## config.mk

```make
export PLATFORM = sky130hd
export DESIGN_NAME = nand_chain_seq
export DESIGN_NICKNAME = d
export VERILOG_FILES = /design/src/rtl/nand_seq_pkg.sv /design/src/rtl/nand2_unit.sv /design/src/rtl/nand_chain_seq.sv
export SDC_FILE = /design/constraint.sdc
export NUM_CORES = 1
export LEC_CHECK = 0
export ABC_AREA = 1
export CORE_AREA = 2 2 39 41
export DETAILED_ROUTE_END_ITERATION = 7
export DIE_AREA = 0 0 41 43
export GPL_ROUTABILITY_DRIVEN = 0
export GPL_TIMING_DRIVEN = 0
export PLACE_DENSITY_LB_ADDON = 0.25
export SYNTH_ARGS = -nofsm -noshare
export SYNTH_HDL_FRONTEND = slang
export SYNTH_HIERARCHICAL = 1
export SYNTH_SLANG_ARGS = --single-unit
```

## constraint.sdc

```tcl
create_clock -name clk -period 1.39 [get_ports clk]
set_clock_uncertainty 0.1 [all_clocks]
set_input_delay 0.2085 -clock clk [delete_from_list [all_inputs] [get_ports clk]]
set_output_delay 0.2085 -clock clk [all_outputs]
set_load 0.02 [all_outputs]
```

## src/rtl/nand_seq_pkg.sv

```systemverilog
// Shared definitions for the NAND-chain sequencer: FSM encoding and the
// stage-index width helper.
package nand_seq_pkg;

  typedef enum logic [1:0] {
    S_IDLE = 2'd0,
    S_RUN  = 2'd1,
    S_DONE = 2'd2
  } state_t;

  // Bits needed to hold a stage index 0..n (never narrower than 1).
  function automatic int stage_w(input int n);
    return (n < 1) ? 1 : $clog2(n + 1);
  endfunction

endpackage

```

## src/rtl/nand2_unit.sv

```systemverilog
// Shared W-bit 2-input NAND. Purely combinational. The sequencer
// instantiates it exactly once and reuses it for every stage of the chain.
module nand2_unit #(
  parameter int W = 1
) (
  input  logic [W-1:0] x0,
  input  logic [W-1:0] x1,
  output logic [W-1:0] y
);

  assign y = ~(x0 & x1);

endmodule

```

## src/rtl/nand_chain_seq.sv

```systemverilog
// Time-multiplexed NAND chain: g = ~(...~(~(op0&op1)&op2)...&opN).
// One stage is evaluated per clock on a single nand2_unit.
// Optional build macro NAND_SEQ_STAGE_OUT_EN adds stage_out, which holds the
// output of every intermediate stage.
module nand_chain_seq
  import nand_seq_pkg::*;
#(
  parameter  int W      = 1,
  parameter  int STAGES = 3,
  localparam int SW     = stage_w(STAGES)
) (
  input  logic                  clk,
  input  logic                  rst,
  input  logic                  start,
  input  logic [(STAGES+1)*W-1:0] op_in,
  output logic                  busy,
  output logic                  done,
  output logic [W-1:0]          result,
  output logic [SW-1:0]         stage
`ifdef NAND_SEQ_STAGE_OUT_EN
  ,
  output logic [STAGES*W-1:0]   stage_out
`endif
);

  state_t                 state;
  logic [STAGES:0][W-1:0] op_reg;
  logic [W-1:0]           acc;
  logic [W-1:0]           nand_y;

  // The operand mux sits here; the NAND gate is shared by every stage.
  nand2_unit #(.W(W)) u_nand (
    .x0 (acc),
    .x1 (op_reg[stage]),
    .y  (nand_y)
  );

  // FSM plus datapath. busy and done are registered from the state, so they
  // trail the state by one cycle.
  always_ff @(posedge clk) begin
    if (rst) begin
      state  <= S_IDLE;
      busy   <= 1'b0;
      done   <= 1'b0;
      result <= '0;
      stage  <= '0;
      acc    <= '0;
      op_reg <= '0;
`ifdef NAND_SEQ_STAGE_OUT_EN
      stage_out <= '0;
`endif
    end else begin
      busy <= (state != S_IDLE);
      done <= (state == S_DONE);
      case (state)
        S_IDLE: begin
          if (start) begin
            op_reg <= op_in;
            acc    <= op_in[W-1:0];
            stage  <= SW'(1);
            state  <= S_RUN;
          end
        end
        S_RUN: begin
          acc <= nand_y;
`ifdef NAND_SEQ_STAGE_OUT_EN
          stage_out[(int'(stage) - 1) * W +: W] <= nand_y;
`endif
          // The last stage holds its index instead of wrapping; DONE clears it.
          if (stage == SW'(STAGES)) begin
            result <= nand_y;
            state  <= S_DONE;
          end else begin
            stage <= stage + 1'b1;
          end
        end
        S_DONE: begin
          stage <= '0;
          state <= S_IDLE;
        end
        default: state <= S_IDLE;
      endcase
    end
  end

endmodule

```

==> results of run 1 <==
cell usage after synthesis:
cell type   n
a21oi_1     8
dfxtp_1    12
nand3_1     7
o21ai_1     4
nand2_1    13
buf_6       1
ha_1        1
nand2_2     2
nand2_4     1
o21ai_0     2
nor2_4      1
nand4_1     1
inv_1       5
nor2_2      1
clkinv_2    1
inv_2       2
nor2_1     13
where the power goes:
part	internal [mW]	total, mW	switching [mW]
clock	0.100	0.211	0.111
combinational	0.0673	0.152	0.0844
sequential	0.369	0.386	0.0176
worst paths after layout:
check | depth (start not counted) | to | slack, ps | from
worst min register to register | 2 | result | 380 | result
worst max-delay path | 1 | stage[1] | 50 | stage[1]
worst max register to register | 5 | stage[0] | 150 | stage[0]
worst min-delay path | 2 | result | 380 | result
layer usage:
| layer | share of wire, % | vias up | wire length (um) |
|---|---|---|---|
| met5 | 0 | - | 0 |
| met4 | 3.8 | 0 | 42 |
| met3 | 4.5 | 5 | 49 |
| met2 | 46 | 11 | 505 |
| met1 | 45 | 219 | 493 |
| li1 | - | 273 | - |
layout make-up:
cell class	instances	area (sq um)
repair buffers	11	105
flip-flops and latches	12	241
clock buffers	3	22.5
inverters	8	31.3
fillers	148	689
plain buffers	1	11.3
well taps	16	20.0
multi-input cells	54	263
repair_timing:
action                                  4_1_cts  5_1_grt
buffers inserted                              0        0
endpoints found under the setup margin        5        2
gates resized for setup                       5        2
worst min-delay path, cell delays in order, from the launching register on:
cell	delay (ps)
dfxtp_1	310
nand2_1	60
a21oi_1	60
logic make-up (layout without fill, tap and decap cells):
group                    after synthesis  count (layout)  synth area share, %
AO/OA/AOI/OAI                         14              14                 12.8
buffers and inverters                  9              23                 7.80
flip-flops                            12              12                 44.0
AND/OR/NAND/NOR                       39              39                 33.0
adder cells (fa/ha/maj)                1               1                 2.29
==> key figures, run 1 <==
Run status
  • Run status: complete, no violations

STA
  • Hold Vio Cnt, Final: 0
  • Final Cycle Share: 96.5%
  • Setup_tns: 0 ps
  • Slew headroom: 84.5%
  • Worst-margin pin slew: 232 ps
  • Fmax: 745 MHz
  • Setup violators final: 0
  • Hold_ws: 378 ps
  • Slack of the critical path: 48.4 ps
  • Tmin final: 1340 ps
  • RSZ-0062 raised after global routing: no
  • Fin. max-slew vios: 0

Critical path
  • Crit-path max FO: 5
  • CP required: 1080 ps
  • Critical Path, Cell by Cell: dlygate4sd2_1
  • Delay-heaviest family, CP: flip-flops
  • Crit path largest cell delay: 410 ps
  • CP Class: flip-flop to primary output
  • Worst path arrival time: 1030 ps
  • WP buf/inv: 1
  • CP Launch Type: flip-flop
  • Worst setup EP type: primary output
  • Critical-path top delay cell: dfxtp_1

Placement
  • Inst Count DP: 102
  • IO buf count: 11
  • Place WS: 10.7 ps
  • Area post-placement: 676 sq um
  • HPWL Detailed: 847 um

GRT
  • Met1 GRT Util: 19.1%
  • Total GRT Usage: 16.3%
  • Global Route met3 Usage: 4.71%
  • Largest net degree at the start of global routing: 10
  • Total grt overflow: 0
  • Met2 GRT Util: 23.8%
  • Vias in the first global route: 442
  • Initial antenna violation count: 0
  • Most Crowded Layer GR: met2
  • First-pass GRT wire length: 1900 um

Layout
  • Final Instance Count excl. Fillers: 105
  • Final Instance Area: 694 sq um
  • Ant. Diodes: 0
  • Final core occ: 50.2%
  • Final nets: 99
  • Max reg flops: 4
  • Share of cells above drive strength 1: 14.6%
  • Most frequent cells in the layout: 13 x nand2_1, 13 x nor2_1, 11 x dfxtp_1
  • Area grow syn2layout: 27.3%

Clock tree
  • Clock transition at the registers of the reported paths: 70 ps
  • CTS max path bufs: 2
  • Clk Latency, worst-skew pair: 270 ps
  • CTS tree: yes
  • CTS buffer count: 3
  • # clock sinks: 12
  • H-tree Lvls: 1
  • Clock root buffer: clkbuf_4
  • Hold-fix buffers, CTS: 0

Yosys
  • Synth top area cells: dfxtp_1 44%, nand2_1 8.9%, nor2_1 8.9%, a21oi_1 7.3%, nand3_1 6.4%
  • Mapped Nets: 83
  • Area leader, netlist: dfxtp_1
  • Seq/Total Area, Yosys: 44.0%
  • Syn Area/Cell: 7.27 sq um
  • Post-Syn Area: 546 sq um
  • Area fraction of the dominant cell type after synthesis: 44.0%
  • Seq cells post-synth: 12
  • Ys Warns: 6
  • Netlist cell types: 17
  • Synthesized instance count: 75

Detailed routing
  • Via count: 508
  • Via/cell ratio: 4.84
  • 1st-iter DRT viols: 10
  • Post-DRT Antenna Nets: 0
  • Pre-antenna DRT Iters: 2
  • Wire per inst: 10.4 um
  • DRC: 0
  • WL final: 1090 um

Power
  • Pwr dens: 1080 mW/mm^2
  • Peak VDD IR: 0.583 mV
  • Final Power: 749 uW
  • Lkg Pwr: 0.317 nW

Floorplanning
  • Die Span X: 41 um
  • I/O pin count: 12
  • CORE AREA: 0.00138 sq mm
  • Die area: 0.00176 sq mm
  • Starting density of the core: 39.4%
  • Chip height: 43 um
  • Row count: 14

Min path
  • Worst min path class: flip-flop to flip-flop

Run
  • Max Cap Viol: 0
(Power assumes the default switching activity.)
==> run 2, diff against run 1 <==
--- a/config.mk
+++ b/config.mk
@@ -12,6 +12,7 @@
 export GPL_ROUTABILITY_DRIVEN = 0
 export GPL_TIMING_DRIVEN = 0
 export PLACE_DENSITY_LB_ADDON = 0.25
+export SLEW_MARGIN = 30
 export SYNTH_ARGS = -nofsm -noshare
 export SYNTH_HDL_FRONTEND = slang
 export SYNTH_HIERARCHICAL = 1
==> results of run 2 <==
Same layout as run 1: the final DEF is identical, and so are final timing and power.
==> run 3, diff against run 2 <==
--- a/config.mk
+++ b/config.mk
@@ -9,7 +9,6 @@
 export CORE_AREA = 2 2 39 41
 export DETAILED_ROUTE_END_ITERATION = 7
 export DIE_AREA = 0 0 41 43
-export GPL_ROUTABILITY_DRIVEN = 0
 export GPL_TIMING_DRIVEN = 0
 export PLACE_DENSITY_LB_ADDON = 0.25
 export SLEW_MARGIN = 30
==> results of run 3 <==
Same layout as run 1: the final DEF is identical, and so are final timing and power.
